## src/rtl/sum_pkg.sv

```systemverilog
// Shared types and constants for the serial-adder arbiter and its datapath.
package sum_pkg;

    typedef enum logic [1:0] {
        IDLE = 2'd0,
        ADD  = 2'd1,
        DONE = 2'd2
    } state_t;

    localparam logic REQ0 = 1'b0;
    localparam logic REQ1 = 1'b1;

    // Wide enough to hold a count that runs 0..reglength.
    function automatic int cnt_width(input int reglength);
        return $clog2(reglength + 1);
    endfunction

endpackage

```

## src/rtl/serial_adder.sv

```systemverilog
// Bit-serial adder, LSB first: operand shift registers, carry flop and result
// shift register filled from the MSB end.
module serial_adder #(
    parameter int reglength = 3
) (
    input  logic                 clk,
    input  logic                 clr,
    input  logic                 load,
    input  logic                 step,
    input  logic [reglength-1:0] a_in,
    input  logic [reglength-1:0] b_in,
    output logic [reglength:0]   sum_next
);

    logic [reglength-1:0] a_reg;
    logic [reglength-1:0] b_reg;
    logic [reglength-1:0] res_reg;
    logic [reglength-1:0] res_shift;
    logic                 c_reg;
    logic                 s_bit;
    logic                 c_next;

    assign s_bit  = a_reg[0] ^ b_reg[0] ^ c_reg;
    assign c_next = (a_reg[0] & b_reg[0]) | (a_reg[0] & c_reg) | (b_reg[0] & c_reg);

    // Result register shifts right; the new sum bit enters at the MSB.
    generate
        for (genvar gi = 0; gi < reglength - 1; gi++) begin : g_res_shift
            assign res_shift[gi] = res_reg[gi+1];
        end
    endgenerate
    assign res_shift[reglength-1] = s_bit;

    // Full sum as it will look once the current bit has been stepped in.
    assign sum_next = {c_next, res_shift};

    always_ff @(posedge clk) begin
        if (clr) begin
            a_reg   <= '0;
            b_reg   <= '0;
            res_reg <= '0;
            c_reg   <= 1'b0;
        end else if (load) begin
            a_reg   <= a_in;
            b_reg   <= b_in;
            res_reg <= '0;
            c_reg   <= 1'b0;
        end else if (step) begin
            a_reg   <= a_reg >> 1;
            b_reg   <= b_reg >> 1;
            res_reg <= res_shift;
            c_reg   <= c_next;
        end
    end

endmodule

```

## src/rtl/sum_arbiter.sv

```systemverilog
// Round-robin controller that shares one serial_adder between two requesters
// and returns a registered (reglength+1)-bit sum with a one-cycle done strobe.
module sum_arbiter
    import sum_pkg::*;
#(
    parameter int reglength = 3
) (
    input  logic                 clk,
    input  logic                 reset,
    input  logic                 req0,
    input  logic [reglength-1:0] a0,
    input  logic [reglength-1:0] b0,
    input  logic                 req1,
    input  logic [reglength-1:0] a1,
    input  logic [reglength-1:0] b1,
    output logic [1:0]           grant,
    output logic                 busy,
    output logic [1:0]           done,
    output logic [reglength:0]   sum
);

    localparam int CW = cnt_width(reglength);

    state_t               state_reg, state_next;
    logic [CW-1:0]        cnt_reg, cnt_next;
    logic                 last_reg, last_next;
    logic [1:0]           grant_reg, grant_next;
    logic [1:0]           done_reg, done_next;
    logic [reglength:0]   sum_reg, sum_next;
    logic [reglength:0]   sum_calc;
    logic [reglength-1:0] a_sel;
    logic [reglength-1:0] b_sel;
    logic                 pick;
    logic                 load;
    logic                 step;
    logic                 final_bit;

    // On a tie the requester that was not served last wins.
    assign pick      = (req0 && req1) ? ((last_reg == REQ0) ? REQ1 : REQ0)
                                      : (req1 ? REQ1 : REQ0);
    assign a_sel     = (pick == REQ1) ? a1 : a0;
    assign b_sel     = (pick == REQ1) ? b1 : b0;
    assign final_bit = (cnt_reg == CW'(reglength - 1));

    serial_adder #(.reglength(reglength)) u_adder (
        .clk      (clk),
        .clr      (reset),
        .load     (load),
        .step     (step),
        .a_in     (a_sel),
        .b_in     (b_sel),
        .sum_next (sum_calc)
    );

    always_ff @(posedge clk) begin
        if (reset) begin
            state_reg <= IDLE;
            cnt_reg   <= '0;
            last_reg  <= REQ1;
            grant_reg <= 2'b00;
            done_reg  <= 2'b00;
            sum_reg   <= '0;
        end else begin
            state_reg <= state_next;
            cnt_reg   <= cnt_next;
            last_reg  <= last_next;
            grant_reg <= grant_next;
            done_reg  <= done_next;
            sum_reg   <= sum_next;
        end
    end

    always_comb begin
        state_next = state_reg;
        case (state_reg)
            IDLE:    if (req0 || req1) state_next = ADD;
            ADD:     if (final_bit) state_next = DONE;
            DONE:    state_next = IDLE;
            default: state_next = IDLE;
        endcase
    end

    always_comb begin
        load       = 1'b0;
        step       = 1'b0;
        cnt_next   = cnt_reg;
        last_next  = last_reg;
        grant_next = grant_reg;
        done_next  = 2'b00;
        sum_next   = sum_reg;
        case (state_reg)
            IDLE: begin
                grant_next = 2'b00;
                if (req0 || req1) begin
                    load       = 1'b1;
                    cnt_next   = '0;
                    last_next  = pick;
                    grant_next = (pick == REQ1) ? 2'b10 : 2'b01;
                end
            end
            ADD: begin
                step     = 1'b1;
                cnt_next = cnt_reg + 1'b1;
                if (final_bit) begin
                    sum_next  = sum_calc;
                    done_next = (last_reg == REQ1) ? 2'b10 : 2'b01;
                end
            end
            DONE: begin
                grant_next = 2'b00;
            end
            default: begin
                grant_next = 2'b00;
            end
        endcase
    end

    assign grant = grant_reg;
    assign done  = done_reg;
    assign sum   = sum_reg;
    assign busy  = (state_reg != IDLE);

endmodule

```

## config.mk

```make
export PLATFORM = sky130hd
export DESIGN_NAME = sum_arbiter
export DESIGN_NICKNAME = d
export VERILOG_FILES = /design/src/rtl/sum_pkg.sv /design/src/rtl/serial_adder.sv /design/src/rtl/sum_arbiter.sv
export SDC_FILE = /design/constraint.sdc
export NUM_CORES = 1
export LEC_CHECK = 0
export BUFFER_PORTS_ARGS = -buffer_cell sky130_fd_sc_hd__buf_4
export CORE_UTILIZATION = 40
export CTS_CLUSTER_SIZE = 25
export DETAILED_ROUTE_END_ITERATION = 10
export PLACE_DENSITY = 0.62
export SLEW_MARGIN = 20
export SYNTH_ARGS = -nofsm -noshare
export SYNTH_HDL_FRONTEND = slang
export SYNTH_HIERARCHICAL = 1
export SYNTH_SLANG_ARGS = --single-unit
```

## constraint.sdc

```tcl
create_clock -name clk -period 1.5 [get_ports clk]
set_input_delay 0.15 -clock clk [delete_from_list [all_inputs] [get_ports clk]]
set_output_delay 0.15 -clock clk [all_outputs]
set_load 0.05 [all_outputs]
```

==> Flow_metrics.wiki, run 1 <==
{| class="wikitable"
! Metric !! Value
|-
| Wirelength, routed || 1.77 mm
|-
| CTS H-tree lvls || 1
|-
| Area growth, synth to finish || 24.1%
|-
| Die footprint || 2640 µm²
|-
| Post-layout power || about 1.2 mW
|-
| Max Fanout on Critical Path || 17
|-
| Clk sink count || 22
|-
| I/O pin total || 25
|-
| Total internal power || 0.877 mW
|-
| Count of fill cells added during filler insertion || 226
|-
| Combinational share of power || about 20%
|-
| Worst endpoint required time || around 1800 ps
|-
| Class of the tightest hold or removal check || in2reg
|-
| Post-DP Area || between 1000 and 1500 µm²
|-
| Area occupied by registers || about 440 µm²
|-
| Crit path largest cell delay || roughly 410 ps
|-
| Syn_area_per_cell || roughly 9.6 µm²
|-
| Final weighted congestion in routability-driven placement || just over 0.7
|-
| Fmax achieved || ~720 MHz
|-
| Largest net degree at the start of global routing || 22
|-
| Worst Path Arrival || 1640 ps
|-
| Flip-flop count of the largest register, all copies and words added || 4
|-
| First-pass GRT wire length || just under 3 mm
|-
| Proportion of synthesized chip area in sequential cells || between 40% and 50%
|-
| Proportion of layout cells with a drive suffix above 1 || roughly a third
|-
| Post-synthesis instance area || just under 1000 µm²
|-
| Worst slew margin relative to its limit || between 70% and 80%
|-
| Vias in the first global route || between 600 and 700
|-
| Later-pin clock latency in the skew report || roughly 300 ps
|-
| TritonCTS clock tree || yes
|-
| Transition time at the pin with the least slew margin || 331 ps
|-
| Buffers inserted by post-CTS timing repair || 0
|-
| PwrDens || approximately 1000 nW/µm²
|-
| Final instance area || between 1000 and 1500 µm²
|-
| Max Cap Violations || 0
|-
| Clk network pwr share || a little over a quarter
|-
| Maximum vdd ir drop || about 420 µV
|-
| Vertical die dimension || between 50 and 60 µm
|-
| Clock buffers created by TritonCTS || 3
|-
| Sequential cell fraction of total power || ~53%
|-
| Count of port buffers added during placement || 24
|-
| Multi-input gate area || around 490 µm²
|-
| RSZ-0062 raised after global routing || no
|-
| Critical path, cell by cell || nand2b_1 > inv_2 > or3b_1 > a21oi_1
|-
| Detailed-route wire length per cell || between 10 and 15 µm
|-
| Maximum clock insertion buffer count || 2
|-
| Synthesized net count || 120
|-
| Drc violations || 0
|-
| 1st-iter DRT viols || 18
|-
| Vias per cell || just over 5
|-
| Congestion Overflow GR || 0
|-
| Critical path launch point type || flop
|-
| Crit path capture type || flop
|-
| Worst path slowest cell || sky130_fd_sc_hd__or3b_1
|-
| Power spent charging and discharging nets || 0.329 mW
|-
| ANT cells || 0
|-
| Crit path kind || reg2reg
|-
| NumNets Final || 145
|-
| Flops & latches, synth || 22
|-
| Routed via count || 786
|-
| Area of the core region || between 2000 and 2500 µm²
|-
| DRT antenna net count || 0
|-
| Effective utilization at floorplan || a little over two fifths
|-
| Synthesis Warnings || 6
|-
| Post-layout min period || between 1000 and 1500 ps
|-
| Core Rows || 17
|-
| Net switching share of the total power || 27.3%
|-
| Leakage power || 0.504 nW
|-
| Period utilisation layout || ~93%
|-
| Synthesized instance count || 102
|-
| Clock Tree Root || sky130_fd_sc_hd__clkbuf_4
|-
| Clock Skews || around 3.5 ps
|-
| Clock slew at reported path FFs || between 100 and 150 ps
|-
| Antenna violations before repair || 0
|-
| Outcome || finished, final reports clean
|-
| Number of failing setup endpoints in the final timing report || 0
|-
| Width of the die || ~50 µm
|-
| Final Hold Viols || 0
|-
| Global router's overall resource usage || between 10% and 20%
|-
| Slew Limit Fails || 0
|-
| Cell variety after synth || 30
|-
| Total negative setup slack || 0 ps
|-
| Pre-antenna DRT Iters || 4
|}
-- worst max-delay path, delay by kind of cell (launching register included) --
family / cells / cell delay, ps
AO/OA/AOI/OAI: 1 / 150
flip-flops: 1 / 400
buffers and inverters: 1 / 180
AND/OR/NAND/NOR: 2 / 620
-- timing repair --
| action | 4_1_cts | 5_1_grt |
|---|---|---|
| hold buffers | 0 | 0 |
| resized for setup | 0 | 1 |
| endpoints found under the setup margin | 0 | 1 |
| hold endpoints to repair | 0 | 0 |
-- per-layer routing --
metal / vias to the layer above / track usage (%) / part of all wire (%)
met5: - / 0 / 0
met1: 358 / 17.6 / 46
met4: 0 / 8.11 / 1.9
li1: 403 / - / -
met2: 20 / 24.9 / 48
met3: 5 / 3.57 / 4.3
-- cells in the mapped netlist --
cell | instances | area share (%)
sky130_fd_sc_hd__a211oi_1 | 4 | 3.1
sky130_fd_sc_hd__a21boi_2 | 1 | 1.2
sky130_fd_sc_hd__a21oi_1 | 9 | 4.6
sky130_fd_sc_hd__a31oi_1 | 1 | 0.64
sky130_fd_sc_hd__a32oi_1 | 1 | 0.90
sky130_fd_sc_hd__and2_1 | 1 | 0.64
sky130_fd_sc_hd__buf_2 | 1 | 0.51
sky130_fd_sc_hd__buf_4 | 2 | 1.5
sky130_fd_sc_hd__buf_6 | 1 | 1.2
sky130_fd_sc_hd__clkbuf_1 | 2 | 0.77
sky130_fd_sc_hd__dfxtp_1 | 22 | 45
sky130_fd_sc_hd__fa_1 | 1 | 2.0
sky130_fd_sc_hd__ha_1 | 1 | 1.3
sky130_fd_sc_hd__inv_1 | 2 | 0.77
sky130_fd_sc_hd__inv_2 | 2 | 0.77
sky130_fd_sc_hd__mux2_2 | 6 | 6.9
sky130_fd_sc_hd__mux2i_1 | 7 | 7.2
sky130_fd_sc_hd__nand2_1 | 10 | 3.8
sky130_fd_sc_hd__nand2b_1 | 2 | 1.3
sky130_fd_sc_hd__nand3_1 | 4 | 2.0
sky130_fd_sc_hd__nand3b_1 | 1 | 0.77
sky130_fd_sc_hd__nor2_1 | 5 | 1.9
sky130_fd_sc_hd__nor2_4 | 1 | 1.2
sky130_fd_sc_hd__nor2b_1 | 4 | 2.6
sky130_fd_sc_hd__nor3_1 | 4 | 2.0
sky130_fd_sc_hd__o211ai_1 | 2 | 1.5
sky130_fd_sc_hd__o21ai_0 | 1 | 0.51
sky130_fd_sc_hd__o22a_1 | 1 | 0.90
sky130_fd_sc_hd__or3_1 | 1 | 0.64
sky130_fd_sc_hd__or3b_1 | 2 | 1.8
-- layout by cell type, fill, tap and decap left out, drive strengths merged --
cell type / Yosys / layout
or3: 1 / 1
o22a: 1 / 1
o211ai: 2 / 2
fa: 1 / 1
a21boi: 1 / 1
a21oi: 9 / 9
inv: 4 / 4
buf: 4 / 26
nor3: 4 / 4
mux2: 6 / 6
dfxtp: 22 / 22
or3b: 2 / 2
a32oi: 1 / 1
a31oi: 1 / 1
nand3: 4 / 4
mux2i: 7 / 7
nand2b: 2 / 2
and2: 1 / 1
clkbuf: 2 / 4
o21ai: 1 / 1
a211oi: 4 / 4
nor2b: 4 / 4
nor2: 6 / 6
nand3b: 1 / 1
ha: 1 / 1
nand2: 10 / 10
-- power groups by stage --
| stage | Clock, mW | Combinational, mW | Sequential [mW] |
|---|---|---|---|
| CTS | 0.336 | 0.238 | 0.641 |
| detailed placement | 0 | 0.237 | 0.654 |
| finish | 0.325 | 0.239 | 0.642 |
| global placement | 0 | 0.234 | 0.653 |
| floorplan | 0 | 0.163 | 0.666 |
| global route | 0.365 | 0.261 | 0.647 |
-- final cells by class --
cell class / count / share of cell area, %
multi-input cells: 70 / 40.5
flip-flops and latches: 22 / 36.3
repair buffers: 26 / 16.1
clock buffers: 4 / 2.99
well taps: 28 / 2.89
inverters: 4 / 1.24
-- stage by stage --
step / setup slack [ps] / hold WS (ps) / cells / util [%]
6_report: 104 / 89.3 / 154 / 53.8
5_1_grt: 52.9 / 67.6 / 154 / 53.8
4_1_cts: 77.7 / 78.8 / 154 / 53.4
3_5_place_dp: 90.7 / 410 / 150 / 51.8
3_3_place_gp: 145 / 398 / 150 / 51.8
2_1_floorplan: 181 / 230 / 102 / -
-- path summary, 6_finish.rpt --
check | start | to | slack (ps) | cells past startpoint
hold / removal | req1 | last_reg | 90 | 3
setup / recovery | state_reg[1] | u_adder/a_reg[2] | 100 | 4
setup reg to reg | state_reg[1] | u_adder/a_reg[2] | 100 | 4
hold reg to reg | sum[3] | sum[3] | 460 | 2
-- cell families after synthesis --
logic type	synth area share [%]
mux	14.1
buf+inv	5.51
compound gates	13.3
simple gates	18.7
fa+ha+maj	3.33
flops	45.1
No activity file was read; power rests on OpenSTA's default activity.
==> run 2, diff against run 1 <==
--- a/config.mk
+++ b/config.mk
@@ -6,10 +6,10 @@
 export NUM_CORES = 1
 export LEC_CHECK = 0
 export BUFFER_PORTS_ARGS = -buffer_cell sky130_fd_sc_hd__buf_4
-export CORE_UTILIZATION = 40
-export CTS_CLUSTER_SIZE = 25
+export CORE_UTILIZATION = 29
 export DETAILED_ROUTE_END_ITERATION = 10
-export PLACE_DENSITY = 0.62
+export PLACE_DENSITY = 0.48
+export REMOVE_ABC_BUFFERS = 1
 export SLEW_MARGIN = 20
 export SYNTH_ARGS = -nofsm -noshare
 export SYNTH_HDL_FRONTEND = slang
==> Flow_metrics.wiki, run 2 (synthesized netlist as in run 1, its figures left out) <==
{| class="wikitable"
! Metric !! Value
|-
| Max Fanout on Critical Path || 17
|-
| Clock buffers created by TritonCTS || 3
|-
| Outcome || finished, final reports clean
|-
| Transition time at the pin with the least slew margin || around 400 ps
|-
| Area of the core region || roughly 3100 µm²
|-
| Final standard cell count with taps included and fillers excluded || about 170
|-
| TritonCTS clock tree || yes
|-
| Max Cap Violations || 0
|-
| Worst endpoint required time || approximately 1800 ps
|-
| Drc violations || 0
|-
| Routed via count || about 760
|-
| PwrDens || 981 nW/µm²
|-
| Half-perimeter wire length after detailed placement || approximately 1.4 mm
|-
| Clock Tree Root || sky130_fd_sc_hd__clkbuf_4
|-
| Leakage power || slightly above 0.5 nW
|-
| Crit Reg-Reg Startpoint || state_reg[1]
|-
| Worst slack on hold paths || ~80 ps
|-
| Largest net degree at the start of global routing || 22
|-
| Total negative setup slack || 0 ps
|-
| R2r endpoint || u_adder/b_reg[2]
|-
| Global router's overall resource usage || roughly 12%
|-
| Leading cell type in the layout, fill and taps excluded || sky130_fd_sc_hd__buf_4
|-
| ANT cells || 0
|-
| Final worst-path setup slack || 134 ps
|-
| Width of the die || ~60 µm
|-
| I/O pin total || 25
|-
| Antenna violations before repair || 0
|-
| Class of the tightest hold or removal check || in2reg
|-
| Vias per cell || 4.46
|-
| Die footprint || approximately 3600 µm²
|-
| Core Rows || 20
|-
| CTS H-tree lvls || 1
|-
| Later-pin clock latency in the skew report || approximately 300 ps
|-
| End point of the most critical hold path || last_reg
|-
| Flip-flop count of the largest register, all copies and words added || 4
|-
| Count of port buffers added during placement || 24
|-
| Placement-stage worst setup slack || between 100 and 150 ps
|-
| Cell count after placement || 167
|-
| 1st-iter DRT viols || 29
|-
| Wirelength, routed || roughly 1.9 mm
|-
| Crit path kind || reg2reg
|-
| Critical path launch point type || flop
|-
| NumNets Final || approximately 150
|-
| Crit path capture type || flop
|-
| Post-layout min period || between 1000 and 1500 ps
|-
| Period utilisation layout || between 90% and 100%
|-
| Worst min-delay path startpoint || req1
|-
| Maximum vdd ir drop || approximately 250 µV
|-
| Fmax achieved || around 730 MHz
|-
| Final weighted congestion in routability-driven placement || between 0.6 and 0.7
|-
| Highest-count cells in the layout ignoring fill and taps || 27 x sky130_fd_sc_hd__buf_4, 22 x sky130_fd_sc_hd__dfxtp_1, 10 x sky130_fd_sc_hd__nand2_1
|-
| Effective utilization at floorplan || between 30% and 40%
|-
| RSZ-0062 raised after global routing || no
|-
| Vertical die dimension || ~60 µm
|-
| Number of failing setup endpoints in the final timing report || 0
|-
| Buffers inserted by post-CTS timing repair || 0
|-
| Final Hold Viols || 0
|-
| Proportion of layout cells with a drive suffix above 1 || between 30 and 40%
|-
| Worst Path Arrival || about 1600 ps
|-
| Vias in the first global route || around 740
|-
| Detailed-route wire length per cell || approximately 11 µm
|-
| Slew Limit Fails || 0
|-
| Congestion Overflow GR || 0
|-
| Clk sink count || 22
|-
| Area growth, synth to finish || 26.4%
|-
| Clock slew at reported path FFs || 130 ps
|-
| Worst hold path cell count || 3
|-
| Pre-antenna DRT Iters || 4
|-
| Worst reg-to-reg path cell count || 4
|-
| Worst slew margin relative to its limit || about 74%
|-
| Maximum clock insertion buffer count || 2
|-
| First-pass GRT wire length || 3.26 mm
|-
| DRT antenna net count || 0
|-
| Count of fill cells added during filler insertion || roughly 320
|-
| Clock Skews || roughly 3.6 ps
|-
| Register-to-register setup slack || ~130 ps
|}
==> run 2: changes by cell type in the layout (fill, tap and decap cells not counted), sizes merged <==
| cell | delta |
|---|---|
| buf | +1 |
==> run 2: per-stage QoR <==
step | power [mW] | instance area (µm²) | util, %
after floorplan | 0.804 | 938 | -
after global placement | 0.893 | 1200 | 38.2
after detailed placement | 0.896 | 1200 | 38.2
after CTS | 1.23 | 1230 | 39.4
after global routing | 1.28 | 1230 | 39.5
final | 1.21 | 1230 | 39.5
==> run 2: how the worst max path moves through the flow <==
stage          cells past startpoint    startpoint               end  slack [ps]
3_5_place_dp                       4  state_reg[1]  u_adder/a_reg[2]         130
3_3_place_gp                       4  state_reg[1]  u_adder/a_reg[2]         160
2_1_floorplan                      5  state_reg[1]  u_adder/a_reg[0]         100
6_report                           4  state_reg[1]  u_adder/b_reg[2]         130
5_1_grt                            4      last_reg  u_adder/b_reg[0]          20
4_1_cts                            4  state_reg[1]  u_adder/a_reg[2]          90
==> run 2: final cells by class <==
type	count	area, µm²	area share [%]
multi-input combinational	70	483	39.1
sequential	22	440	35.7
timing repair buffer	27	203	16.4
tap	44	55.1	4.46
clock buffer	4	36.3	2.94
inverter	4	17.5	1.42
==> run 2: per-layer routing <==
metal / GRT usage, % / part of all wire [%] / up-vias
met3: 2.60 / 3.9 / 2
met5: 0 / 0 / -
met2: 19.2 / 46 / 19
met1: 16.1 / 50 / 337
li1: - / - / 405
met4: 4.98 / 0.54 / 0
==> run 2: worst max-delay path, stage by stage (launching register included) <==
cell                       delay [ps]
sky130_fd_sc_hd__dfxtp_1          400
sky130_fd_sc_hd__nand2b_1         240
sky130_fd_sc_hd__inv_4            140
sky130_fd_sc_hd__or3b_1           390
sky130_fd_sc_hd__a21oi_1          140
==> run 2: report_power, final <==
group,switching [mW],internal [mW]
Combinational,0.129,0.113
Clock,0.182,0.148
Sequential,0.0212,0.617
Total,0.333,0.879
==> run 2: timing repair <==
item | CTS | global route
resized for setup | 0 | 2
endpoints found under the hold margin | 0 | 0
setup endpoints to repair | 0 | 2
hold buffers | 0 | 0
==> run 3, diff against run 2 <==
--- a/config.mk
+++ b/config.mk
@@ -7,6 +7,7 @@
 export LEC_CHECK = 0
 export BUFFER_PORTS_ARGS = -buffer_cell sky130_fd_sc_hd__buf_4
 export CORE_UTILIZATION = 29
+export CTS_BUF_LIST = sky130_fd_sc_hd__clkbuf_2
 export DETAILED_ROUTE_END_ITERATION = 10
 export PLACE_DENSITY = 0.48
 export REMOVE_ABC_BUFFERS = 1
@@ -15,3 +16,4 @@
 export SYNTH_HDL_FRONTEND = slang
 export SYNTH_HIERARCHICAL = 1
 export SYNTH_SLANG_ARGS = --single-unit
+export TNS_END_PERCENT = 10
==> constraint.sdc (replaced) <==
create_clock -name clk -period 1.5 [get_ports clk]
set_input_delay 0.075 -clock clk [delete_from_list [all_inputs] [get_ports clk]]
set_output_delay 0.075 -clock clk [all_outputs]
set_load 0.05 [all_outputs]
==> Flow_metrics.wiki, run 3 (synthesized netlist as in run 1, its figures left out) <==
{| class="wikitable"
! Metric !! Value
|-
| Outcome || finished, final reports clean
|-
| Clk network pwr share || 21.1%
|-
| Crit path kind || in2reg
|-
| Placement-stage worst setup slack || around 130 ps
|-
| NumNets Final || roughly 150
|-
| First-pass GRT wire length || 3.31 mm
|-
| Highest layer used for signal routing || met4
|-
| Detailed-route wire length per cell || approximately 11 µm
|-
| Number of failing setup endpoints in the final timing report || 0
|-
| Slew Limit Fails || 0
|-
| Global router's overall resource usage || ~13%
|-
| I/O pin total || 25
|-
| Worst slew margin relative to its limit || roughly 75%
|-
| Final worst-path setup slack || 108 ps
|-
| Post-layout min period || around 1400 ps
|-
| Flip-flop count of the largest register, all copies and words added || 4
|-
| Power spent charging and discharging nets || between 0.3 and 0.4 mW
|-
| Met3 wire len || 83 µm
|-
| Wire length on met1 || 945 µm
|-
| Routed via count || 780
|-
| Multi-input gate area || a little under 500 µm²
|-
| Vertical die dimension || between 60 and 70 µm
|-
| Wirelength, routed || just under 2 mm
|-
| Sequential cell fraction of total power || 57.4%
|-
| PwrDens || 917 nW/µm²
|-
| Antenna violations before repair || 0
|-
| Maximum clock insertion buffer count || 2
|-
| Net switching share of the total power || ~30%
|-
| Max Cap Violations || 0
|-
| Transition time at the pin with the least slew margin || approximately 370 ps
|-
| Width of the die || 60.1 µm
|-
| TritonCTS clock tree || yes
|-
| Crit path largest cell delay || approximately 530 ps
|-
| Clock Skews || around 5.4 ps
|-
| Clock slew at reported path FFs || roughly 210 ps
|-
| Crit path capture type || flop
|-
| 1st-iter DRT viols || 20
|-
| Critical path, cell by cell || dlygate4sd3_1 > buf_4 > a21boi_2 > mux2_2 > nor2b_1 > a211oi_1
|-
| Vias in the first global route || 731
|-
| Clk sink count || 22
|-
| Area of the core region || about 3100 µm²
|-
| Half-perimeter wire length after detailed placement || around 1.4 mm
|-
| Max Fanout on Critical Path || 7
|-
| Combinational share of power || a little over a fifth
|-
| Clock buffers created by TritonCTS || 3
|-
| Count of fill cells added during filler insertion || 334
|-
| Largest net degree at the start of global routing || 22
|-
| Leakage power || roughly 0.5 nW
|-
| Total internal power || 0.788 mW
|-
| Area occupied by registers || approximately 440 µm²
|-
| RSZ-0062 raised after global routing || no
|-
| DRT antenna net count || 0
|-
| Final weighted congestion in routability-driven placement || around 0.68
|-
| Total negative setup slack || 0 ps
|-
| Met2 wire length || between 800 and 900 µm
|-
| Buffers & Inverters on Critical Path || 2
|-
| Congestion Overflow GR || 0
|-
| Gate family responsible for the most delay along the worst path || buffers and inverters
|-
| Fmax achieved || 718 MHz
|-
| Effective utilization at floorplan || 31.2%
|-
| Period utilisation layout || 92.8%
|-
| Proportion of layout cells with a drive suffix above 1 || 31.5%
|-
| Maximum vdd ir drop || about 260 µV
|-
| Area growth, synth to finish || 24.7%
|-
| Later-pin clock latency in the skew report || 320 ps
|-
| CTS H-tree lvls || 1
|-
| Worst endpoint required time || about 1700 ps
|-
| Vias per cell || approximately 4.6
|-
| Drc violations || 0
|-
| ANT cells || 0
|-
| Clock Tree Root || sky130_fd_sc_hd__clkbuf_2
|-
| Class of the tightest hold or removal check || in2reg
|-
| Leading cell type in the layout, fill and taps excluded || sky130_fd_sc_hd__buf_4
|-
| Critical path launch point type || primary input
|-
| Worst path slowest cell || sky130_fd_sc_hd__dlygate4sd3_1
|-
| Die footprint || approximately 3600 µm²
|-
| Worst Path Arrival || 1620 ps
|-
| Count of port buffers added during placement || 24
|-
| Pre-antenna DRT Iters || 4
|-
| Final Hold Viols || 0
|-
| Highest-count cells in the layout ignoring fill and taps || 26 x sky130_fd_sc_hd__buf_4, 21 x sky130_fd_sc_hd__dfxtp_1, 10 x sky130_fd_sc_hd__nand2_1
|-
| Core Rows || 20
|-
| Post-layout power || 1.12 mW
|}
==> run 3: through the flow <==
stage / hold WS, ps / util (%) / instances / instance area [µm²]
final: 52.8 / 39.0 / 171 / 1220
after global routing: 38.8 / 39.0 / 171 / 1220
after CTS: 39.1 / 38.9 / 171 / 1220
after detailed placement: 330 / 38.0 / 166 / 1190
after global placement: 334 / 38.0 / 166 / 1190
after floorplan: 144 / - / 96 / 938
==> run 3: path summary, 6_finish.rpt <==
kind | end | slack (ps) | from | cells after the start
worst min register to register | sum[2] | 470 | sum[2] | 2
worst max-delay path | u_adder/a_reg[0] | 110 | req1 | 6
worst max register to register | u_adder/a_reg[0] | 130 | last_reg | 4
worst min-delay path | u_adder/b_reg[2] | 50 | reset | 2
==> run 3: timing repair <==
action	in CTS	in global routing
setup buffers	0	0
setup endpoints to repair	0	1
gates resized for setup	0	1
endpoints found under the hold margin	1	0
hold buffers	1	0
==> run 3: area by class of cell <==
cell class	count	area share (%)
multi-input combinational	70	39.6
sequential	22	36.2
timing repair buffer	27	16.8
tap	44	4.52
clock buffer	3	1.23
inverter	4	1.23
clock inverter	1	0.308
==> run 3: routing by layer <==
| layer | GRT usage, % | vias up |
|---|---|---|
| met1 | 16.2 | 354 |
| met5 | 0 | - |
| li1 | - | 405 |
| met3 | 2.60 | 2 |
| met4 | 6.98 | 0 |
| met2 | 19.8 | 19 |
==> run 3: power by group through the flow <==
stage	clock (mW)	combinational [mW]	sequential, mW
CTS	0.250	0.243	0.642
floorplan	0	0.138	0.666
detailed placement	0	0.239	0.654
global placement	0	0.239	0.653
finish	0.236	0.240	0.641
global route	0.273	0.267	0.648
